$ cat config.mk
export PLATFORM = sky130hd
export DESIGN_NAME = regfile_write_arbiter
export DESIGN_NICKNAME = d
export VERILOG_FILES = /design/src/rtl/regfile_write_arbiter.sv
export SDC_FILE = /design/constraint.sdc
export NUM_CORES = 1
export LEC_CHECK = 0
export ABC_AREA = 1
export BUFFER_PORTS_ARGS = -buffer_cell sky130_fd_sc_hd__buf_2
export CORE_MARGIN = 1
export CORE_UTILIZATION = 48
export CTS_BUF_LIST = sky130_fd_sc_hd__clkbuf_8
export CTS_CLUSTER_SIZE = 24
export DETAILED_ROUTE_END_ITERATION = 6
export GPL_TIMING_DRIVEN = 0
export MAX_ROUTING_LAYER = met4
export PLACE_DENSITY = 0.83
export SLEW_MARGIN = 15
export SYNTH_ARGS = -nofsm -noshare
export SYNTH_HDL_FRONTEND = slang
export SYNTH_SLANG_ARGS = --single-unit
export TNS_END_PERCENT = 100
$ cat constraint.sdc
create_clock -name CLK -period 3.1 [get_ports CLK]
set_input_delay 0.155 -clock CLK [delete_from_list [all_inputs] [get_ports CLK]]
set_output_delay 0.155 -clock CLK [all_outputs]
set_load 0.005 [all_outputs]
$ cat src/rtl/regfile_write_arbiter.sv
// rtl/regfile_write_arbiter.sv - three-way round-robin writeback arbiter for the register file
//
// Ports:
//   CLK, Reset                  clock (rising edge) and asynchronous active-low reset
//   Hold                        1 suspends all grants
//   A_Valid/A_Reg/A_Data/A_Ready  ALU writeback requester
//   L_Valid/L_Data/L_Ready        link (jal) requester, destination fixed at r31
//   M_Valid/M_Reg/M_Data/M_Ready  load writeback requester
//   RegWrite/WriteReg/WriteData   registered write port to the register file
//   Busy                        registered: some request was left waiting last cycle
//   WriteCount                  committed writes, wraps at 16 bits
//   ConflictCount               cycles with two or more requests, saturates at 255

module regfile_write_arbiter (
    input  logic        CLK,
    input  logic        Reset,
    input  logic        Hold,
    input  logic        A_Valid,
    input  logic [4:0]  A_Reg,
    input  logic [31:0] A_Data,
    output logic        A_Ready,
    input  logic        L_Valid,
    input  logic [31:0] L_Data,
    output logic        L_Ready,
    input  logic        M_Valid,
    input  logic [4:0]  M_Reg,
    input  logic [31:0] M_Data,
    output logic        M_Ready,
    output logic        RegWrite,
    output logic [4:0]  WriteReg,
    output logic [31:0] WriteData,
    output logic        Busy,
    output logic [15:0] WriteCount,
    output logic [7:0]  ConflictCount
);

    localparam logic [4:0] LINK_REG = 5'd31;

    typedef enum logic [1:0] {
        PRI_A = 2'd0,
        PRI_L = 2'd1,
        PRI_M = 2'd2
    } pri_e;

    pri_e        pri_q, pri_d;
    logic        reg_write_q, reg_write_d;
    logic [4:0]  write_reg_q, write_reg_d;
    logic [31:0] write_data_q, write_data_d;
    logic        busy_q, busy_d;
    logic [15:0] write_count_q, write_count_d;
    logic [7:0]  conflict_count_q, conflict_count_d;

    logic        gnt_a, gnt_l, gnt_m;
    logic [4:0]  xfer_reg;
    logic [31:0] xfer_data;
    logic        commit;
    logic        conflict;

    // Grant selection. Reset is folded in so no requester sees Ready while
    // the block is held in reset.
    always_comb begin
        gnt_a = 1'b0;
        gnt_l = 1'b0;
        gnt_m = 1'b0;
        if (Reset && !Hold) begin
            case (pri_q)
                PRI_L: begin
                    if (L_Valid)      gnt_l = 1'b1;
                    else if (M_Valid) gnt_m = 1'b1;
                    else if (A_Valid) gnt_a = 1'b1;
                end
                PRI_M: begin
                    if (M_Valid)      gnt_m = 1'b1;
                    else if (A_Valid) gnt_a = 1'b1;
                    else if (L_Valid) gnt_l = 1'b1;
                end
                default: begin
                    if (A_Valid)      gnt_a = 1'b1;
                    else if (L_Valid) gnt_l = 1'b1;
                    else if (M_Valid) gnt_m = 1'b1;
                end
            endcase
        end
    end

    assign A_Ready = gnt_a;
    assign L_Ready = gnt_l;
    assign M_Ready = gnt_m;

    // Next-state: pointer rotates past the granted requester; outputs follow.
    always_comb begin
        pri_d            = pri_q;
        xfer_reg         = 5'd0;
        xfer_data        = 32'd0;
        reg_write_d      = 1'b0;
        write_reg_d      = write_reg_q;
        write_data_d     = write_data_q;
        write_count_d    = write_count_q;
        conflict_count_d = conflict_count_q;

        if (gnt_a) begin
            pri_d     = PRI_L;
            xfer_reg  = A_Reg;
            xfer_data = A_Data;
        end else if (gnt_l) begin
            pri_d     = PRI_M;
            xfer_reg  = LINK_REG;
            xfer_data = L_Data;
        end else if (gnt_m) begin
            pri_d     = PRI_A;
            xfer_reg  = M_Reg;
            xfer_data = M_Data;
        end

        // Writes to r0 are accepted (the requester is released) but never
        // reach the register file.
        commit = (gnt_a | gnt_l | gnt_m) && (xfer_reg != 5'd0);
        if (commit) begin
            reg_write_d   = 1'b1;
            write_reg_d   = xfer_reg;
            write_data_d  = xfer_data;
            write_count_d = write_count_q + 16'd1;
        end

        conflict = (A_Valid & L_Valid) | (A_Valid & M_Valid) | (L_Valid & M_Valid);
        if (conflict && (conflict_count_q != 8'hFF)) begin
            conflict_count_d = conflict_count_q + 8'd1;
        end

        busy_d = (A_Valid & ~gnt_a) | (L_Valid & ~gnt_l) | (M_Valid & ~gnt_m);
    end

    always_ff @(posedge CLK or negedge Reset) begin
        if (!Reset) begin
            pri_q            <= PRI_A;
            reg_write_q      <= 1'b0;
            write_reg_q      <= 5'd0;
            write_data_q     <= 32'd0;
            busy_q           <= 1'b0;
            write_count_q    <= 16'd0;
            conflict_count_q <= 8'd0;
        end else begin
            pri_q            <= pri_d;
            reg_write_q      <= reg_write_d;
            write_reg_q      <= write_reg_d;
            write_data_q     <= write_data_d;
            busy_q           <= busy_d;
            write_count_q    <= write_count_d;
            conflict_count_q <= conflict_count_d;
        end
    end

    assign RegWrite      = reg_write_q;
    assign WriteReg      = write_reg_q;
    assign WriteData     = write_data_q;
    assign Busy          = busy_q;
    assign WriteCount    = write_count_q;
    assign ConflictCount = conflict_count_q;

endmodule
Word-level counts from Yosys, hierarchy flattened

Cells that the tools add are included.

$add $sub $neg: 2
Equality and inequality tests: 3
Muxes and demuxes: 25
Bitwise gates (word level): 15
Reductions and logical operators: 6

Operators by type and width:

| kind                                                                   | number |
|---|---|
| 32-bit 2-to-1 mux                                                      | 3 |
| 16-bit by 1-bit adder with 16-bit output (second input constant)       | 1 |
| 5-bit 2-to-1 mux                                                       | 3 |
| 1-bit 2-to-1 mux                                                       | 13 |
| 8-bit by 1-bit adder with 8-bit output (second input constant)         | 1 |
| 8-bit inequality test (second input constant)                          | 1 |
| 1-bit AND                                                              | 6 |
| 2-bit 2-to-1 mux                                                       | 3 |
| 1-bit OR                                                               | 6 |
| 1-bit one-hot mux with 2 select lines                                  | 3 |
| 5-bit nonzero test                                                     | 1 |
| 1-bit logical AND                                                      | 3 |
| 1-bit inverter                                                         | 3 |
| 3-bit nonzero test                                                     | 1 |
| 2-bit by 1-bit equality test with 1-bit output (second input constant) | 1 |
| 2-bit equality test (second input constant)                            | 1 |
| 1-bit zero test                                                        | 1 |

Register bits: 65
Bits of input ports: 112
Output and inout port bits: 66
Word-level logic and storage cells: 58

Logic depth before layout (Yosys ltp)

Gate-level depths: netlist of run 1.

Depth in word-level cells: 11
Depth in mapped cells: 15
Gate-level depth less buffers: 13

Worst setup path after synthesis of run 1

OpenSTA, ideal clock, no wires.

Kind: register -> register
Start: register pri_q[0]
End: register write_data_q[21], in the netlist WriteData[21]
Setup time: 0.120 ns
Data arrival time: 1.935 ns
Data required time: 2.980 ns
Slack: 1.045 ns
Cell stages (with the launch flop): 14
Path buffers: 3
Period minus slack after synthesis: 2.055 ns
Cell sequence: dfrtp_1 -> inv_1 -> ha_1 -> inv_2 -> a21oi_2 -> nand3b_1 -> buf_6 -> or2_1 -> nand2_2 -> nand2_4 -> buf_4 -> buf_6 -> o21bai_2 -> nand2_1

Word-level cells in the longest chain between the ends: 8
Elaborated cells between the ends (all ways): 18

RTL lines:

| element                                                                               | RTL line | RTL |
|---|---|---|
| from (decl)                                                                           | 45       | `pri_e pri_q, pri_d;` |
| from (signal assigned)                                                                | 143      | `pri_q <= pri_d;` |
| 2-bit equality test or 2-bit by 1-bit equality test with 1-bit output (tied branches) | 66       | `case (pri_q)` |
| 1-bit one-hot mux with 2 select lines                                                 | 66       |  |
| 1-bit 2-to-1 mux                                                                      | 65       | `if (Reset && !Hold) begin` |
| 5-bit 2-to-1 mux                                                                      | 109      | `end else if (gnt_m) begin` |
| 5-bit 2-to-1 mux                                                                      | 105      | `end else if (gnt_l) begin` |
| 5-bit 2-to-1 mux                                                                      | 101      | `if (gnt_a) begin` |
| 5-bit nonzero test                                                                    | 117      | `commit = (gnt_a \| gnt_l \| gnt_m) && (xfer_reg != 5'd0);` |
| 1-bit logical AND                                                                     | 117      |  |
| to (signal assigned)                                                                  | 146      | `write_data_q <= write_data_d;` |
| to (decl)                                                                             | 48       | `logic [31:0] write_data_q, write_data_d;` |

Parallel ways exist; a longest one is shown, timed or not.
A chain may end at the register's enable or synchronous reset.

Final worst setup path of run 1

Start: input port Reset
End: register write_data_q[2], in the netlist WriteData[2]

Word-level cells in the longest chain between the ends: 7
Elaborated cells between the ends (all ways): 14

RTL lines:

| element             | RTL line | RTL |
|---|---|---|
| from (decl)         | 16       | `input logic Reset,` |
| 1-bit logical AND * | 65       |  |
| 1-bit 2-to-1 mux    | 65       |  |
| 5-bit 2-to-1 mux    | 109      |  |
| 5-bit 2-to-1 mux    | 105      |  |
| 5-bit 2-to-1 mux    | 101      |  |
| 5-bit nonzero test  | 117      |  |
| 1-bit logical AND   | 117      |  |

Mark *: on every way between the ends. The rest lies on a longest branch, timed or not.

==> results of run 1 <==
## registers in the layout, summed over array words and instances (netlist names)
name	cells
WriteCount	16
WriteData	32
ConflictCount	8
pri_q	2
RegWrite	1
Busy	1
WriteReg	5
## how the worst max path moves through the flow
stage / startpoint / to / slack (ns) / cells after the start
floorplan: pri_q[0] / WriteData[21] / 1.05 / 13
global placement: Reset / WriteData[2] / -0.14 / 10
detailed placement: Reset / WriteData[11] / 0.56 / 11
CTS: Reset / WriteData[11] / 0.37 / 12
global route: Reset / WriteData[1] / 0.19 / 12
finish: Reset / WriteData[2] / 0.35 / 12
## Yosys cell counts
cell type / number / area share
o221ai_1: 1 / 0.0019
inv_1: 30 / 0.025
nand3_2: 21 / 0.046
nor2_1: 77 / 0.064
and2_1: 1 / 0.0014
inv_4: 1 / 0.0014
nand3b_1: 1 / 0.0017
inv_2: 4 / 0.0033
nand3_4: 1 / 0.0039
o22ai_1: 1 / 0.0014
o21bai_1: 38 / 0.063
nand2_4: 1 / 0.0025
and2_4: 1 / 0.0019
xnor2_1: 11 / 0.021
dfrtp_1: 65 / 0.36
nand2_2: 3 / 0.0041
o21bai_2: 10 / 0.025
buf_6: 7 / 0.017
xor2_1: 9 / 0.017
nor2_4: 2 / 0.0050
or2_1: 1 / 0.0014
o21ai_0: 2 / 0.0022
buf_4: 3 / 0.0050
or2_0: 1 / 0.0014
buf_8: 2 / 0.0066
nand2_1: 196 / 0.16
nand4_1: 35 / 0.048
nand3_1: 49 / 0.054
clkbuf_1: 16 / 0.013
buf_1: 1 / 0.00083
a21oi_1: 1 / 0.0011
ha_1: 4 / 0.011
buf_2: 11 / 0.012
or2_2: 3 / 0.0041
nor3_1: 7 / 0.0077
a21oi_2: 1 / 0.0019
## power by group through the flow
stage | logic [uW] | registers (uW) | clock network [uW]
floorplan | 1630 | 1480 | 0
global placement | 2420 | 1470 | 0
detailed placement | 2510 | 1490 | 0
CTS | 2520 | 1480 | 846
global route | 2780 | 1530 | 878
finish | 2520 | 1480 | 837
## cells by family (layout without fill, tap and decap cells)
logic type / Yosys count / count (layout)
fa+ha+maj: 4 / 4
xor+xnor: 20 / 20
flops: 65 / 65
simple gates: 400 / 400
compound gates: 54 / 54
buf+inv: 75 / 270
## per-layer routing
| layer | up-vias | GRT usage | routed length [um] |
|---|---|---|---|
| met5 | - | - | 0 |
| met4 | 0 | 0.1312 | 522 |
| met3 | 44 | 0.03233 | 536 |
| met2 | 180 | 0.4449 | 6275 |
| met1 | 2251 | 0.3453 | 5664 |
| li1 | 2382 | - | - |
## layout by cell type, fill, tap and decap left out, types with 3 or more instances in the layout
cell type,synthesis,final
or2_2,3,3
nor3_1,7,7
nor2_1,77,77
clkbuf_8,0,11
nand4_1,35,35
o21bai_2,10,10
nand2_1,196,196
inv_2,4,4
buf_4,3,4
dfrtp_1,65,65
o21bai_1,38,38
clkbuf_1,16,16
xnor2_1,11,11
buf_2,11,187
buf_6,7,7
nand3_1,49,49
xor2_1,9,9
nand3_2,21,21
ha_1,4,4
nand2_2,3,3
inv_1,30,30
## repair_timing
item,CTS,global route
endpoints found under the setup margin,0,0
hold buffers,1,0
hold endpoints to repair,65,0
## area by class of cell
class,count,area [um2],area share
plain buffers,40,250.2,0.04296
clock buffers,11,151.4,0.02599
clock inverters,5,77.57,0.01332
inverters,35,133.9,0.02299
multi-input cells,478,2520,0.4327
flip-flops and latches,65,1627,0.2793
well taps,111,138.9,0.02385
repair buffers,179,925.9,0.1590
## worst max-delay path, stage by stage
cell and delay (ns):
dlygate4sd3_1 0.52, buf_4 0.16, buf_16 0.29, nand2_1 0.12
nor2_1 0.48, nand2_2 0.26, nand2_1 0.26, buf_2 0.25
nor2_1 0.07, nor2_1 0.19, o21bai_1 0.14, nand2_1 0.06
## per-stage QoR
stage               std cells  setup slack, ns    util  cell area [um2]  hold WS [ns]
finish                    924           0.3536  0.6333             5824       0.09457
detailed placement        907           0.5554  0.6073             5585      -0.02944
global placement          906          -0.1397  0.6041             5555        0.4275
CTS                       924           0.3659  0.6333             5824       0.08051
floorplan                 618            1.045       -             4531       -0.1406
global route              924           0.1850  0.6333             5824       0.09624
==> flow_summary.json, run 1 <==
{
  "outcome": "complete, no violations",
  "min_from": "L_Valid",
  "cts_tree": "yes",
  "wirelength_um": 13000,
  "period_share": 0.8859,
  "nFillCells": 845,
  "finalCriticalPeriod_ns": 2.746,
  "seqPwrFrac": 0.307,
  "clock_skew_ns": 0.01375,
  "grt_start_max_net_pins": 64,
  "layout-drive-gt1-share": 0.3260,
  "ctsResizeCount": 0,
  "intPower_uw": 2657,
  "yosysWarningCount": 0,
  "fmax_mhz": 364.1,
  "start_util": 0.4927,
  "syn_inst": 618,
  "p_sw_uw": 2181,
  "post_cts_buffers": 0,
  "clkTransAtPathRegs_ns": 0.08,
  "port-buffer-count": 177,
  "p_leak_uw": 0.003383,
  "r2r_setup_slack_ns": 0.60,
  "synth_adder_area_share": 0.01105,
  "root_buffer": "clkbuf_8",
  "first_iter_violations": 322,
  "postSynthAreaPerCell_um2": 7.331,
  "first_pass_iters": 5,
  "antenna_cells": 0,
  "placeableCoreArea_um2": 9196,
  "synthSimpleGateAreaFrac": 0.4101,
  "rsz0062_at_grt": "false",
  "overflow": 0,
  "clock_sinks": 65,
  "synthXorXnorAreaFrac": 0.03866,
  "track_usage": 0.2750,
  "r2r-end": "WriteData[11]",
  "ant_nets": 0,
  "fin_nets": 924,
  "die_w_um": 99.16,
  "synth_mux_area_frac": 0,
  "clk_latency_ns": 0.34,
  "hold_violations": 0,
  "synthToLayoutAreaGrowth_pct": 28.56,
  "die_area_um2": 9832,
  "syn-cell-area_um2": 4531,
  "worstReg2RegStart": "pri_q[0]",
  "die_h_um": 99.16,
  "synth_seq_cells": 65,
  "synth_compound_area_frac": 0.09638,
  "gp_congestion": 0.9436,
  "worst_pin_slew_ns": 0.5990,
  "vias_per_cell": 5.256,
  "synth_cell_types": 36,
  "drc": 0,
  "finalPower_uw": 4838,
  "cts_max_level": 3,
  "cts_buffers": 9,
  "reg2reg_depth": 13,
  "min_path_type": "in2reg",
  "clockBufferDepth": 2,
  "cp_max_fo": 63,
  "crit_arrival_ns": 2.98,
  "grt_antenna_before_repair": 0,
  "whs_path_depth": 3,
  "cp-end-kind": "flop",
  "yosysSeqAreaShare": 0.3590,
  "power_frac_comb": 0.520,
  "setup_viol_count_final": 0,
  "hpwl_um": 10060,
  "grt_pass1_wl_um": 20870,
  "cp-start-kind": "input port",
  "rows": 35,
  "maxCapViolCount": 0,
  "post_drt_wl_per_cell_um": 14.07,
  "cp_data_required_time_ns": 3.33,
  "setup-tns-final_ns": 0,
  "peakVddDrop_v": 0.0004276,
  "min_to": "Busy",
  "path_class": "in2reg",
  "swShare": 0.4508,
  "max-slew-margin-rel": 0.5992,
  "synth_top_family_by_area": "simple AND/OR/NAND/NOR gates",
  "grt_pass1_vias": 4481,
  "syn_nets": 734,
  "p_per_area_nw_per_um2": 830.6,
  "via_count": 4857,
  "p_clk_frac": 0.173,
  "ios": 178,
  "drv_slew": 0
}
(Power assumes the default switching activity.)
==> inputs of run 2 (changes only) <==
--- a/config.mk
+++ b/config.mk
@@ -7,14 +7,17 @@
 export LEC_CHECK = 0
 export ABC_AREA = 1
 export BUFFER_PORTS_ARGS = -buffer_cell sky130_fd_sc_hd__buf_2
+export CELL_PAD_IN_SITES_DETAIL_PLACEMENT = 2
+export CELL_PAD_IN_SITES_GLOBAL_PLACEMENT = 2
 export CORE_MARGIN = 1
-export CORE_UTILIZATION = 48
+export CORE_UTILIZATION = 29
 export CTS_BUF_LIST = sky130_fd_sc_hd__clkbuf_8
 export CTS_CLUSTER_SIZE = 24
 export DETAILED_ROUTE_END_ITERATION = 6
 export GPL_TIMING_DRIVEN = 0
 export MAX_ROUTING_LAYER = met4
-export PLACE_DENSITY = 0.83
+export PLACE_DENSITY = 0.92
+export RECOVER_POWER = 100
 export SLEW_MARGIN = 15
 export SYNTH_ARGS = -nofsm -noshare
 export SYNTH_HDL_FRONTEND = slang
==> run 2 against run 1 <==
Net effect:
- sequential share of layout area decreased by 0.19 points
- non-clock buffer count increased by 1
- worst hold slack about the same
- global-route usage decreased by 3.9 points
- cell count increased by 8.5%
- critical path depth increased by 2
- critical endpoint is now WriteData[24]
- highest routed layer unchanged
==> flow_summary.json, run 2 (synthesis gave the netlist of run 1 again) <==
{
  "dpl_worst_slack_ns": 0.1556,
  "met3_usage": 0.03350,
  "finalCriticalPeriod_ns": 2.824,
  "timing.final.ws_setup_ns": 0.2762,
  "cts_tree": "yes",
  "min_from": "L_Valid",
  "clkTransAtPathRegs_ns": 0.08,
  "busiest_layer": "met2",
  "overflow": 0,
  "p_per_area_nw_per_um2": 845.0,
  "track_usage": 0.2363,
  "worstReg2RegStart": "pri_q[0]",
  "start_util": 0.2980,
  "grt_antenna_before_repair": 1,
  "r2r-end": "WriteData[24]",
  "final_cell_mix": "196 x nand2_1, 149 x buf_2, 76 x nor2_1, 65 x dfrtp_1, 54 x clkbuf_1",
  "reg2reg_depth": 14,
  "post_drt_wl_per_cell_um": 17.88,
  "fin_nets": 925,
  "vias_per_cell": 4.928,
  "ios": 178,
  "first_pass_iters": 4,
  "fmax_mhz": 354.1,
  "max-slew-margin-rel": 0.3258,
  "placeableCoreArea_um2": 15200,
  "setup_viol_count_final": 0,
  "cp_max_fo": 10,
  "peakVddDrop_v": 0.0002507,
  "outcome": "complete, no violations",
  "ant_nets": 0,
  "cp-start-kind": "flop",
  "grt.met1_usage": 0.2640,
  "gp_congestion": 0.8004,
  "rows": 45,
  "drv_slew": 0,
  "cts_buffers": 9,
  "layout_commonest_cell": "nand2_1",
  "rsz0062_at_grt": "false",
  "p_leak_uw": 0.003236,
  "r2r_setup_slack_ns": 0.28,
  "whs_path_depth": 3,
  "largest_reg_flops": 32,
  "first_iter_violations": 169,
  "clock_skew_ns": 0.01175,
  "cp-end-kind": "flop",
  "use_met2": 0.4208,
  "die_h_um": 127.0,
  "maxCapViolCount": 0,
  "cts_max_level": 3,
  "grt_pass1_wl_um": 28460,
  "die_w_um": 127.0,
  "path_class": "reg2reg",
  "wirelength_um": 17940,
  "via_count": 4943,
  "hpwl_um": 14100,
  "drc": 0,
  "period_share": 0.9109,
  "hold_violations": 0,
  "clockBufferDepth": 2,
  "root_buffer": "clkbuf_8",
  "layout-drive-gt1-share": 0.2789,
  "clock_sinks": 65,
  "die_area_um2": 16130,
  "cp_data_required_time_ns": 3.32,
  "min_path_type": "in2reg",
  "port-buffer-count": 177,
  "worst_pin_slew_ns": 1.008,
  "clk_latency_ns": 0.37,
  "setup-tns-final_ns": 0,
  "min_to": "Busy",
  "grt_pass1_vias": 5418,
  "nFillCells": 1880,
  "crit_arrival_ns": 3.04,
  "grt_start_max_net_pins": 48,
  "synthToLayoutAreaGrowth_pct": 29.44
}
-- run 2: cell count changes in the layout (fill, tap and decap cells not counted) --
cell,before,now
buf_2,187,149
clkbuf_1,16,54
buf_4,4,2
clkbuf_2,0,2
clkbuf_8,11,9
clkinv_2,2,3
diode_2,0,1
dlygate4sd3_1,1,2
inv_1,30,31
nor2_1,77,76
nor2_2,0,1
-- run 2: metrics by stage --
stage                     cells  instance area (um2)  total power (uW)  utilization  hold WS (ns)
final                      1003                 5864              4955       0.3858       0.09449
after global placement      983                 5652              4019       0.3718        0.4399
after global routing       1003                 5864              5331       0.3858       0.09840
after floorplan             618                 4531              3114            -       -0.1406
after CTS                  1002                 5912              5054       0.3889       0.08879
after detailed placement    984                 5682              4211       0.3737       0.07331
-- run 2: worst max-delay path by stage --
stage | to | startpoint | slack [ns]
2_1_floorplan | WriteData[21] | pri_q[0] | 1.05
3_3_place_gp | WriteData[5] | Reset | -0.46
3_5_place_dp | WriteData[1] | Reset | 0.16
4_1_cts | WriteCount[9] | Reset | 0.19
5_1_grt | WriteData[29] | Reset | 0.12
6_report | WriteData[24] | pri_q[0] | 0.28
-- run 2: layer usage --
layer  vias to the layer above  part of all wire
met5                         -                 0
met4                         0             0.034
met3                        38             0.042
met2                       139              0.52
met1                      2373              0.41
li1                       2393                 -
-- run 2: repair_timing --
item,CTS,global route
hold buffers,2,0
buffers inserted,0,0
hold endpoints to repair,20,0
gates resized for setup,0,1
setup endpoints to repair,0,1
-- run 2: layout make-up --
class                      instances  area [um2]  area share
buffer                            40       246.5     0.04203
clock inverter                     7       86.33     0.01472
sequential                        65        1627      0.2774
tap                              188       235.2     0.04011
antenna                            1       2.502   0.0004267
inverter                          35       133.9     0.02283
clock buffer                       9       123.9     0.02112
multi-input combinational        478        2522      0.4301
timing repair buffer             180       887.1      0.1513
-- run 2: critical path, stage by stage (launching register included) --
cell and delay [ns]:
dfrtp_1 0.36, inv_1 0.06, ha_1 0.30, inv_2 0.14
nand2_1 0.09, nand3_1 0.07, nand2_1 0.24, nand2_2 0.29
nand3_1 0.13, nand2_1 0.16, nand3_2 0.16, buf_4 0.23
buf_6 0.17, o21bai_2 0.13, nand2_1 0.15
-- run 2: where the power goes --
part | internal [uW] | switching (uW) | leakage (uW)
clock | 446 | 370 | 0.000110
combinational | 925 | 1680 | 0.00226
sequential | 1190 | 351 | 0.000862
total | 2560 | 2400 | 0.00324
==> inputs of run 3 (changes only) <==
--- a/config.mk
+++ b/config.mk
@@ -6,14 +6,14 @@
 export NUM_CORES = 1
 export LEC_CHECK = 0
 export ABC_AREA = 1
-export BUFFER_PORTS_ARGS = -buffer_cell sky130_fd_sc_hd__buf_2
 export CELL_PAD_IN_SITES_DETAIL_PLACEMENT = 2
 export CELL_PAD_IN_SITES_GLOBAL_PLACEMENT = 2
 export CORE_MARGIN = 1
-export CORE_UTILIZATION = 29
+export CORE_UTILIZATION = 38
 export CTS_BUF_LIST = sky130_fd_sc_hd__clkbuf_8
 export CTS_CLUSTER_SIZE = 24
 export DETAILED_ROUTE_END_ITERATION = 6
+export DONT_BUFFER_PORTS = 1
 export GPL_TIMING_DRIVEN = 0
 export MAX_ROUTING_LAYER = met4
 export PLACE_DENSITY = 0.92
==> run 3 against run 2 <==
Net effect:
- sequential power is 5% higher
- critical path type unchanged
- clock skew is 0.0031 ns higher
- utilization is 4.1 points higher
- cell area is 16% lower
- highest routed layer unchanged
- the run now ends with design-rule violations, max-capacitance violations, max-slew violations left
- first-iteration DRC count is 4.7% higher
- via count is 13% lower
- sequential share of layout area is 5.3 points higher
- setup slack better by 0.12 ns
- global-route usage is 4.4 points higher
- clock power is 12% lower
- combinational power is 16% lower
==> flow_summary.json, run 3 (synthesis gave the netlist of run 1 again) <==
{
  "hpwl_um": 12540,
  "die_area_um2": 12360,
  "gp_congestion": 0.8690,
  "fmax_mhz": 369.8,
  "path_delay_family": "buffers and inverters",
  "r2r-end": "WriteData[12]",
  "root_buffer": "clkbuf_8",
  "vias_per_cell": 5.501,
  "cts_tree": "yes",
  "grt_pass1_wl_um": 26200,
  "min_to": "Busy",
  "worstReg2RegStart": "pri_q[0]",
  "ff_latch_area_um2": 1627,
  "finalPower_uw": 4514,
  "port-buffer-count": 0,
  "violations": "design-rule violations, max-capacitance violations, max-slew violations",
  "peakVddDrop_v": 0.0002858,
  "die_h_um": 111.2,
  "max-slew-margin-rel": -0.1310,
  "setup-tns-final_ns": 0,
  "maxCapViolCount": 1,
  "grt_pass1_vias": 4872,
  "utilization": 0.4270,
  "nFillCells": 1381,
  "setup_viol_count_final": 0,
  "whs_path_depth": 2,
  "power_frac_comb": 0.484,
  "crit_arrival_ns": 2.99,
  "reg2reg_depth": 13,
  "track_usage": 0.2804,
  "layout_commonest_cell": "nand2_1",
  "multiInputGateArea_um2": 2517,
  "worst_pin_slew_ns": 1.696,
  "drc": 14,
  "wirelength_um": 16120,
  "overflow": 0,
  "crit_buf_inv": 4,
  "p_clk_frac": 0.159,
  "outcome": "finished, violations left",
  "min_path_type": "in2reg",
  "final_cell_mix": "197 x nand2_1, 77 x nor2_1, 65 x dfrtp_1, 49 x nand3_1, 38 x o21bai_1",
  "seqPwrFrac": 0.357,
  "p_sw_uw": 2246,
  "hold_ws_ns": 0.03531,
  "clkTransAtPathRegs_ns": 0.07,
  "critPathMaxStageDelay_ns": 0.40,
  "cts_buffers": 9,
  "p_per_area_nw_per_um2": 917.9,
  "layout-drive-gt1-share": 0.1303,
  "ant_nets": 0,
  "placeableCoreArea_um2": 11520,
  "cp-end-kind": "flop",
  "swShare": 0.4976,
  "cp-start-kind": "flop",
  "hold_violations": 0,
  "period_share": 0.8722,
  "ios": 178,
  "cp_data_required_time_ns": 3.38,
  "rows": 39,
  "r2r_setup_slack_ns": 0.40,
  "cp_max_fo": 10,
  "p_leak_uw": 0.002580,
  "start_util": 0.3934,
  "synthToLayoutAreaGrowth_pct": 8.534,
  "finalCriticalPeriod_ns": 2.704,
  "die_w_um": 111.2,
  "dpl-instance-area_um2": 4710,
  "cts_max_level": 3,
  "fin_nets": 748,
  "drv_slew": 66,
  "clockBufferDepth": 2,
  "first_iter_violations": 177,
  "min_from": "A_Valid",
  "rsz0062_at_grt": "false",
  "post_drt_wl_per_cell_um": 20.67,
  "grt_antenna_before_repair": 0,
  "final_area_um2": 4917,
  "clock_sinks": 65,
  "via_count": 4291,
  "path_depth": 13,
  "intPower_uw": 2267,
  "clk_latency_ns": 0.36,
  "cpMostUsedCell": "nor2_1",
  "crit_chain": "inv_1 -> ha_1 -> inv_2 -> nor2_1 -> nor2_1 -> and2_0 -> clkbuf_1 -> clkbuf_2 -> nand2_1 -> nor2_1 -> nor2_1 -> o21bai_1 -> nand2_1",
  "grt_start_max_net_pins": 66,
  "clock_skew_ns": 0.01481,
  "antenna_cells": 0,
  "first_pass_iters": 6,
  "path_class": "reg2reg",
  "largest_reg_flops": 32,
  "slowest_stage": "clkbuf_1"
}
-- run 3: cell types whose count changed in the layout (fill, tap and decap cells not counted), sizes merged --
| cell | before | now |
|---|---|---|
| buf | 162 | 21 |
| bufinv | 2 | 1 |
| clkbuf | 65 | 29 |
| diode | 1 | 0 |
| inv | 36 | 37 |
-- run 3: timing repair --
item	in CTS	in global routing
setup buffers	0	0
resized for setup	0	0
endpoints found under the hold margin	66	0
hold buffers	3	0
-- run 3: metrics by stage --
stage	setup slack [ns]	instances
3_5_place_dp	0.4898	761
6_report	0.3961	780
3_3_place_gp	0.5748	761
5_1_grt	0.1496	780
2_1_floorplan	1.045	618
4_1_cts	0.4866	780
-- run 3: power groups by stage --
stage               clock network (uW)  logic, uW  registers (uW)
CTS                                734       2210            1620
detailed placement                   0       2160            1630
global placement                     0       1990            1600
floorplan                            0       1630            1480
finish                             720       2180            1610
global route                       757       2440            1660
-- run 3: worst max-delay path by stage --
stage          slack [ns]      from        endpoint
5_1_grt              0.15  pri_q[0]  WriteCount[12]
2_1_floorplan        1.05  pri_q[0]   WriteData[21]
3_5_place_dp         0.49  pri_q[0]   WriteData[23]
4_1_cts              0.49  pri_q[0]   WriteData[23]
3_3_place_gp         0.57  pri_q[0]   WriteData[26]
6_report             0.40  pri_q[0]   WriteData[12]
-- run 3: area by class of cell --
type | instances | share of cell area
plain buffers | 40 | 0.05038
clock buffers | 9 | 0.02519
repair buffers | 3 | 0.005089
multi-input cells | 478 | 0.5120
well taps | 143 | 0.03639
inverters | 35 | 0.02723
flip-flops and latches | 65 | 0.3308
clock inverters | 7 | 0.01298
-- run 3: layer usage --
| layer | vias to the layer above | global-route usage | part of all wire |
|---|---|---|---|
| li1 | 2036 | - | - |
| met1 | 2115 | 0.3092 | 0.40 |
| met2 | 126 | 0.5079 | 0.53 |
| met3 | 14 | 0.06069 | 0.056 |
| met4 | 0 | 0.07568 | 0.011 |
| met5 | - | - | 0 |
